**config.mk**
```make
export PLATFORM = sky130hd
export DESIGN_NAME = rv32_fetch_unit
export DESIGN_NICKNAME = d
export VERILOG_FILES = /design/src/rtl/rv32_fetch_unit.sv
export SDC_FILE = /design/constraint.sdc
export NUM_CORES = 1
export LEC_CHECK = 0
export BUFFER_PORTS_ARGS = -buffer_cell sky130_fd_sc_hd__buf_2
export CAP_MARGIN = 10
export CORE_MARGIN = 2
export CORE_UTILIZATION = 35
export CTS_BUF_LIST = sky130_fd_sc_hd__clkbuf_4
export DETAILED_ROUTE_END_ITERATION = 8
export GPL_TIMING_DRIVEN = 0
export PLACE_DENSITY_LB_ADDON = 0.15
export SETUP_SLACK_MARGIN = 0.1
export SYNTH_ARGS = -nofsm -noshare
export SYNTH_HDL_FRONTEND = slang
export SYNTH_SLANG_ARGS = --single-unit
```
**constraint.sdc**
```tcl
create_clock -name clk -period 7.4 [get_ports clk]
set_clock_uncertainty 0.15 [all_clocks]
set_input_delay 0.74 -clock clk [delete_from_list [all_inputs] [get_ports clk]]
set_output_delay 0.74 -clock clk [all_outputs]
set_load 0.1 [all_outputs]
```
**src/rtl/rv32_fetch_unit.sv**
```systemverilog
// rv32_fetch_unit: decoupled RV32 instruction-fetch front end.
// Owns the fetch PC, issues in-order requests to a variable-latency imem,
// buffers responses in a DEPTH-entry prefetch FIFO and hands {instr, pc, pc+4}
// to decode. Redirects from execute flush the FIFO and drop wrong-path responses.
// Optional feature: define FETCH_PERF_CNT_EN to add perf_fetch_cnt/perf_flush_cnt.
module rv32_fetch_unit #(
    parameter int              XLEN         = 32,
    parameter int              DEPTH        = 4,
    parameter logic [XLEN-1:0] RESET_VECTOR = '0
) (
    input  logic            clk,
    input  logic            rst,
    output logic            imem_req_valid,
    input  logic            imem_req_ready,
    output logic [XLEN-1:0] imem_req_addr,
    input  logic            imem_rsp_valid,
    input  logic [31:0]     imem_rsp_data,
    input  logic            redirect_valid,
    input  logic [XLEN-1:0] redirect_pc,
    output logic            dec_valid,
    input  logic            dec_ready,
    output logic [31:0]     dec_instr,
    output logic [XLEN-1:0] dec_pc,
    output logic [XLEN-1:0] dec_pc4
`ifdef FETCH_PERF_CNT_EN
    ,
    output logic [31:0]     perf_fetch_cnt,
    output logic [31:0]     perf_flush_cnt
`endif
);

    localparam int PW = $clog2(DEPTH);
    localparam int CW = $clog2(DEPTH + 1);
    localparam logic [CW:0] DEPTH_W = (CW+1)'(DEPTH);

    typedef enum logic [1:0] {
        BOOT  = 2'd0,
        RUN   = 2'd1,
        DRAIN = 2'd2
    } state_e;

    state_e          state_q, state_d;
    logic [XLEN-1:0] fetch_pc_q, fetch_pc_d;
    logic [CW-1:0]   inflight_q, inflight_d;
    logic [CW-1:0]   drop_q, drop_d;
    logic [CW-1:0]   count_q, count_d;
    logic [PW-1:0]   tag_wr_q, tag_wr_d;
    logic [PW-1:0]   tag_rd_q, tag_rd_d;
    logic [PW-1:0]   fifo_wr_q, fifo_wr_d;
    logic [PW-1:0]   fifo_rd_q, fifo_rd_d;

    // PC tags of outstanding requests, oldest at tag_rd_q; entries == inflight.
    logic [XLEN-1:0] tag_mem   [DEPTH];
    // Prefetch FIFO payload.
    logic [31:0]     instr_mem [DEPTH];
    logic [XLEN-1:0] pc_mem    [DEPTH];

    logic            req_fire;
    logic            rsp_take;
    logic            push;
    logic            pop;
    logic [CW:0]     credit_used;
    logic            unused_redirect_bits;

    // Redirect targets are forced word-aligned, so the low bits are ignored.
    assign unused_redirect_bits = ^redirect_pc[1:0];

    // Outstanding requests plus buffered entries may never exceed DEPTH, which
    // guarantees every response has a FIFO slot waiting for it.
    assign credit_used    = {1'b0, inflight_q} + {1'b0, count_q};
    assign imem_req_valid = (state_q != BOOT) && !redirect_valid && (credit_used < DEPTH_W);
    assign imem_req_addr  = fetch_pc_q;
    assign req_fire       = imem_req_valid && imem_req_ready;

    // A response with nothing outstanding is a protocol error and is ignored.
    assign rsp_take = imem_rsp_valid && (inflight_q != '0);
    assign push     = rsp_take && (drop_q == '0) && !redirect_valid;

    assign dec_valid = (count_q != '0) && !redirect_valid;
    assign pop       = dec_valid && dec_ready;
    assign dec_instr = instr_mem[fifo_rd_q];
    assign dec_pc    = pc_mem[fifo_rd_q];
    assign dec_pc4   = pc_mem[fifo_rd_q] + XLEN'(4);

    // Next-state logic: redirect wins over every other event in the cycle.
    always_comb begin
        state_d    = state_q;
        fetch_pc_d = fetch_pc_q;
        inflight_d = inflight_q + CW'(req_fire) - CW'(rsp_take);
        drop_d     = drop_q;
        count_d    = count_q;
        tag_wr_d   = tag_wr_q + PW'(req_fire);
        tag_rd_d   = tag_rd_q + PW'(rsp_take);
        fifo_wr_d  = fifo_wr_q;
        fifo_rd_d  = fifo_rd_q;

        if (redirect_valid) begin
            fetch_pc_d = {redirect_pc[XLEN-1:2], 2'b00};
            // Everything still outstanding after this cycle's response is wrong-path.
            drop_d     = inflight_q - CW'(rsp_take);
            count_d    = '0;
            fifo_wr_d  = '0;
            fifo_rd_d  = '0;
        end else begin
            if (req_fire) begin
                fetch_pc_d = fetch_pc_q + XLEN'(4);
            end
            if (rsp_take && (drop_q != '0)) begin
                drop_d = drop_q - CW'(1);
            end
            count_d   = count_q + CW'(push) - CW'(pop);
            fifo_wr_d = fifo_wr_q + PW'(push);
            fifo_rd_d = fifo_rd_q + PW'(pop);
        end

        if (state_q == BOOT) begin
            state_d = RUN;
        end else if (drop_d != '0) begin
            state_d = DRAIN;
        end else begin
            state_d = RUN;
        end
    end

    // Control registers; an asynchronous reset clears all fetch bookkeeping at once.
    always_ff @(posedge clk or negedge rst) begin
        if (!rst) begin
            state_q    <= BOOT;
            fetch_pc_q <= RESET_VECTOR;
            inflight_q <= '0;
            drop_q     <= '0;
            count_q    <= '0;
            tag_wr_q   <= '0;
            tag_rd_q   <= '0;
            fifo_wr_q  <= '0;
            fifo_rd_q  <= '0;
        end else begin
            state_q    <= state_d;
            fetch_pc_q <= fetch_pc_d;
            inflight_q <= inflight_d;
            drop_q     <= drop_d;
            count_q    <= count_d;
            tag_wr_q   <= tag_wr_d;
            tag_rd_q   <= tag_rd_d;
            fifo_wr_q  <= fifo_wr_d;
            fifo_rd_q  <= fifo_rd_d;
        end
    end

    // Storage arrays need no reset: occupancy is tracked by the pointers and counters.
    always_ff @(posedge clk) begin
        if (req_fire) begin
            tag_mem[tag_wr_q] <= fetch_pc_q;
        end
        if (push) begin
            instr_mem[fifo_wr_q] <= imem_rsp_data;
            pc_mem[fifo_wr_q]    <= tag_mem[tag_rd_q];
        end
    end

`ifdef FETCH_PERF_CNT_EN
    logic [31:0] perf_fetch_cnt_q, perf_fetch_cnt_d;
    logic [31:0] perf_flush_cnt_q, perf_flush_cnt_d;

    // Saturating event counters for issued requests and redirects.
    always_comb begin
        perf_fetch_cnt_d = perf_fetch_cnt_q;
        perf_flush_cnt_d = perf_flush_cnt_q;
        if (req_fire && (perf_fetch_cnt_q != 32'hFFFF_FFFF)) begin
            perf_fetch_cnt_d = perf_fetch_cnt_q + 32'd1;
        end
        if (redirect_valid && (perf_flush_cnt_q != 32'hFFFF_FFFF)) begin
            perf_flush_cnt_d = perf_flush_cnt_q + 32'd1;
        end
    end

    // Counter registers, cleared by reset.
    always_ff @(posedge clk or negedge rst) begin
        if (!rst) begin
            perf_fetch_cnt_q <= '0;
            perf_flush_cnt_q <= '0;
        end else begin
            perf_fetch_cnt_q <= perf_fetch_cnt_d;
            perf_flush_cnt_q <= perf_flush_cnt_d;
        end
    end

    assign perf_fetch_cnt = perf_fetch_cnt_q;
    assign perf_flush_cnt = perf_flush_cnt_q;
`endif

endmodule

```
# [Word-level counts from Yosys, hierarchy flattened]
# Memory sizes are Yosys's and may differ from the RTL's.
# Cells that the tools add are included.
[word_totals] register_bits=51 ram_bits=384 wordCells=57 n_memories=3
[memory_table] memory="instr_mem" depth=4 width=32 rd=1 rd_clocked_by_memory_dff=0 write_ports=1 line="55" text="logic [31:0] instr_mem [DEPTH];"
[memory_table] memory="pc_mem" depth=4 width=32 rd=1 rd_clocked_by_memory_dff=0 write_ports=1 line="56" text="logic [XLEN-1:0] pc_mem [DEPTH];"
[memory_table] memory="tag_mem" depth=4 width=32 rd=1 rd_clocked_by_memory_dff=0 write_ports=1 line="53" text="logic [XLEN-1:0] tag_mem [DEPTH];"
[classes] addsub=13 n_lt_le_gt_ge=1 muxes=13 reduce_logical=18
[ops] op="32-bit by 3-bit adder with 32-bit output, second input constant" n=2
[ops] op="32-bit 2-to-1 mux" n=2
[ops] op="3-bit nonzero test" n=4
[ops] op="1-bit logical AND" n=9
[ops] op="3-bit 2-to-1 mux" n=3
[ops] op="3-bit by 1-bit subtractor with 3-bit output" n=3
[ops] op="2-bit by 1-bit adder with 2-bit output" n=4
[ops] op="2-bit 2-to-1 mux" n=4
[ops] op="3-bit by 1-bit adder with 3-bit output" n=2
[ops] op="3-bit by 3-bit adder with 4-bit output" n=1
[ops] op="4-bit by 3-bit less-than comparator with 1-bit output, second input constant" n=1
[ops] op="1-bit 2-to-1 mux" n=4
[ops] op="2-bit nonzero test" n=2
[ops] op="3-bit logical NOT" n=1
[ops] op="3-bit by 1-bit subtractor with 3-bit output, second input constant" n=1
[ops] op="2-bit logical NOT" n=1
[ops] op="1-bit logical NOT" n=1

# [Longest topological paths before layout]
[logic_depth] ltp_word=8 ltp_mapped=11 mapped_depth_nobuf=11

# [Least setup slack after synthesis]
# OpenSTA, ideal clock, no wires.
[synth_timing] path_kind="input to register" start="in redirect_valid" end="mem instr_mem[1][0] (enable)" arrival_time_ns=5.765 setup_slack_ns=0.914 stages=4 path_buffers=1 path_cell_list="buf_2 > clkinv_1 > nand3_1 > nor3b_1"
[synth_via] elab_chain_cells=4
[synth_lines] item="start: declaration" line="18" text="input logic redirect_valid,"
[synth_lines] item="1-bit logical NOT" line="77" text="assign push = rsp_take && (drop_q == '0) && !redirect_valid;"
[synth_lines] item="1-bit logical AND" line="77"
[synth_lines] item="1-bit 2-to-1 mux" line="155" text="if (push) begin"
[synth_lines] item="1-bit 2-to-1 mux (implied by the code)" line="156" text="instr_mem[fifo_wr_q] <= imem_rsp_data;"
[synth_lines] item="end: declaration" line="55"
# No other way between the ends.

# [Worst setup path after layout]
[layout_timing] start="reg fifo_rd_q[0]" end="out dec_pc4[26]"
[layout_via] elab_chain_cells=2
[layout_lines] item="start: declaration" line="50" text="logic [PW-1:0] fifo_rd_q, fifo_rd_d;"
[layout_lines] item="start signal: assignment" line="146" text="fifo_rd_q <= fifo_rd_d;"
[layout_lines] item="memory 4 x 32 bit"
[layout_lines] item="32-bit by 3-bit adder with 32-bit output" line="83" text="assign dec_pc4 = pc_mem[fifo_rd_q] + XLEN'(4);"
[layout_lines] item="end: declaration" line="24" text="output logic [XLEN-1:0] dec_pc4"
# No other way between the ends.

==> impl_results.md <==
- Worst-skew pair later-pin latency: ~800 ps
- #FFs+latches synth: around 420
- CP arrival: between 3000 and 4000 ps
- Dpl cells: 1,707
- Final core occ: 0.441
- Main flop type after synthesis: edfxtp_1
- Adder-Cell Fraction of Synth Area: 0.0143
- Routed len/inst: around 20 microns
- Reg-to-reg slack, setup: ~3900 ps
- Synth Area per Inst: 19.2 sq um
- Critical Path RT: around 6500 ps
- R2R cell count: 6
- Setup CP Type: flip-flop to output pin
- Reg clk slew, reported paths: 60 ps
- ANT nets after route: 0
- Crit Path Max Fanout: 10
- Mux share of post-synthesis cell area: 0.127
- Setup_tns: 0 ps
- DIE HEIGHT: ~220 microns
- Final worst path period need: approximately 4800 ps
- Status: completed
- Final worst-path cycle share: 0.653
- First-pass GRT wire length: between 60,000 and 70,000 microns
- Max Freq: roughly 210 MHz
- Post-Layout Cell Count: 1,965
- Max Slew Vio Count: 0
- Top cells by area, synth: edfxtp_1 (66%), mux4_2 (12%), dfrtp_1 (7.3%)
- Root Buffer Master: clkbuf_4
- Synth async-reset ratio: 0.118
- Post-synth EDFFs: approximately 370
- Resize count post-CTS: 0
- Yosys warning count: 0
- Synth Area in Simple Gates: 0.0598
- Fin nets: ~1,400
- Final hold vios: 0
- H-tree depth: 3
- Top cell by count, worst path: nand3_1
- Mapped Cells: about 870
- Pleak: approximately 7.4 nW
- Share of cells above drive strength 1: 0.386
- CP Launch Type: flip-flop
- Top Family by Delay on Critical Path: simple AND/OR/NAND/NOR gates
- # DRC: 0
- Worst hold path depth: 4
- Max clock buf depth: 3
- Critical path, cell by cell: buf_6 > buf_12 > mux4_2 > ha_1 > nand3_1 > nor4_4 > nand3_1 > xnor2_1 > buf_2
- Area of the mapped netlist: roughly 17,000 sq um
- Maximum vdd drop: ~190 uV
- Slowest cell on crit path: nor4_4
- Post-Place Worst Slack: between 3000 and 4000 ps
- Post-synthesis sequential area ratio: 0.733
- CP Buf/Inv Count: 3
- FF-to-FF Start: inflight_q[2]
- Netlist cell types: 49
- Via count: roughly 9,600
- Fillcell total: 4,314
- Chip Width: around 220 microns
- PnR Total Power: 7.09 mW
- TritonCTS buffer count: between 100 and 150
- Antenna violations before repair: 2
- Hold Path Class: primary input to flip-flop
- RSZ-0062 raised after global routing: no
- Core Region: approximately 47,000 sq um
- CP startpoint: fifo_rd_q[0]
- Worst-margin pin slew: just over 900 ps
- Vias per cell: 4.88
- WL final: ~39,000 microns
- Port Buf Inserts: 190
- 1st-iter DRT viols: 534
- Worst hold start: redirect_pc[30]
- PwrDens: around 340 nW/um^2
- GP Congestion: ~0.8
- Critical path's largest stage delay: slightly below 700 ps
- CP Capture Type: output pin
- Top-count cell post-synth: edfxtp_1
- Synth Area in XOR/XNOR: 0.0246
- DRT Pass-1 Iters: 6
- Vias in the first global route: roughly 10,000
- Top cells by count, synth: edfxtp_1 (368), mux4_2 (92), dfrtp_1 (49)
- Compound-Gate Fraction of Synth Area: 0.0227
- DP Wirelength: between 20,000 and 30,000 microns
- Die area: between 40,000 and 50,000 sq um
- Max Cap Violations: 0
- Endpoints failing setup: 0
- CTS tree: built
- Grt ovf: 0
- Synthesis-to-finish area growth: 24.8%
- Largest family of logic cells by synthesized area: multiplexers
- WP depth: 9
- Post-synth top area share: 0.660
- Largest net degree at the start of global routing: 51
- # clock sinks: about 420
- Setup ws final: about 2600 ps
- Starting Density: 0.353
- Yosys top cell by area: edfxtp_1
- Slew headroom: 0.384
- Ports: 200
- Gr usage total: 0.161
- # rows: 80
## flip-flops by register name, indices dropped and copies added (netlist names)
register / flops
tag_mem: 120
inflight_q: 3
count_q: 3
pc_mem: 120
drop_q: 3
imem_req_addr: 30
instr_mem: 128
fifo_rd_q: 2
state_q: 2
tag_rd_q: 2
fifo_wr_q: 2
tag_wr_q: 2
## cell type report
| cell class | count | area [sq um] | share of cell area |
|---|---|---|---|
| flip-flops and latches | 417 | 12300 | 0.587 |
| multi-input cells | 403 | 4230 | 0.202 |
| repair buffers | 277 | 1940 | 0.0927 |
| clock buffers | 164 | 1230 | 0.0589 |
| well taps | 615 | 769 | 0.0368 |
| plain buffers | 38 | 234 | 0.0112 |
| clock inverters | 29 | 143 | 0.00682 |
| inverters | 18 | 67.6 | 0.00323 |
| diodes | 4 | 10.0 | 0.000479 |
## final timing paths
path | endpoint
worst max register to register | tag_mem[3][30]
max in group asynchronous | imem_req_addr[5]
min in group asynchronous | drop_q[1]
worst min-delay path | imem_req_addr[30]
worst min register to register | inflight_q[0]
worst max-delay path | dec_pc4[26]
## power by group
part,total (mW),switching (mW),internal (mW)
clock,1.95,0.913,1.04
combinational,2.14,1.58,0.558
sequential,3.00,0.141,2.86
## cells by family after synthesis
logic type,Yosys count
muxes,98
AOI/OAI and AO/OA,53
xor gates and xnor gates,47
buffers and inverters,56
adders and majority gates,18
DFF,417
other,1
and+or+nand+nor,181
## per-stage QoR
step	instance area, sq um	hold WS [ps]
3_5_place_dp	18900	424
4_1_cts	20900	2.80
5_1_grt	20900	45.8
2_1_floorplan	16800	294
6_report	20900	118
3_3_place_gp	18500	362
## metal layers
layer	GRT usage	part of all wire	up-vias
li1	-	-	4393
met1	0.210	0.44	4848
met2	0.261	0.49	282
met3	0.0409	0.050	66
met4	0.0611	0.022	0
met5	0	0	-
## timing repair
| action | CTS | global route |
|---|---|---|
| hold buffers | 60 | 0 |
| hold endpoints to repair | 185 | 0 |
| buffers inserted | 0 | 0 |
| setup endpoints to repair | 0 | 0 |
## placed cells by master (no fill, tap or decap), drive strengths merged, types with 7 or more instances in the layout
master / instances
mux4: 92
inv: 17
nor2: 21
clkbuf: 172
o21ai: 16
dlygate4sd3: 60
a221o: 8
buf: 247
and2: 7
clkinv: 27
and3: 11
nand2: 44
nor4: 10
xnor2: 33
nand3: 33
dfrtp: 49
ha: 16
xor2: 14
nor3: 11
edfxtp: 368
nand4: 20
## worst reg2reg max path, delay by kind of cell (launching register included)
kind	cells	cell delay [ps]
fa+ha+maj	1	310
simple gates	3	1510
flops	1	440
buf+inv	2	700
No activity file was read; power rests on OpenSTA's default activity.
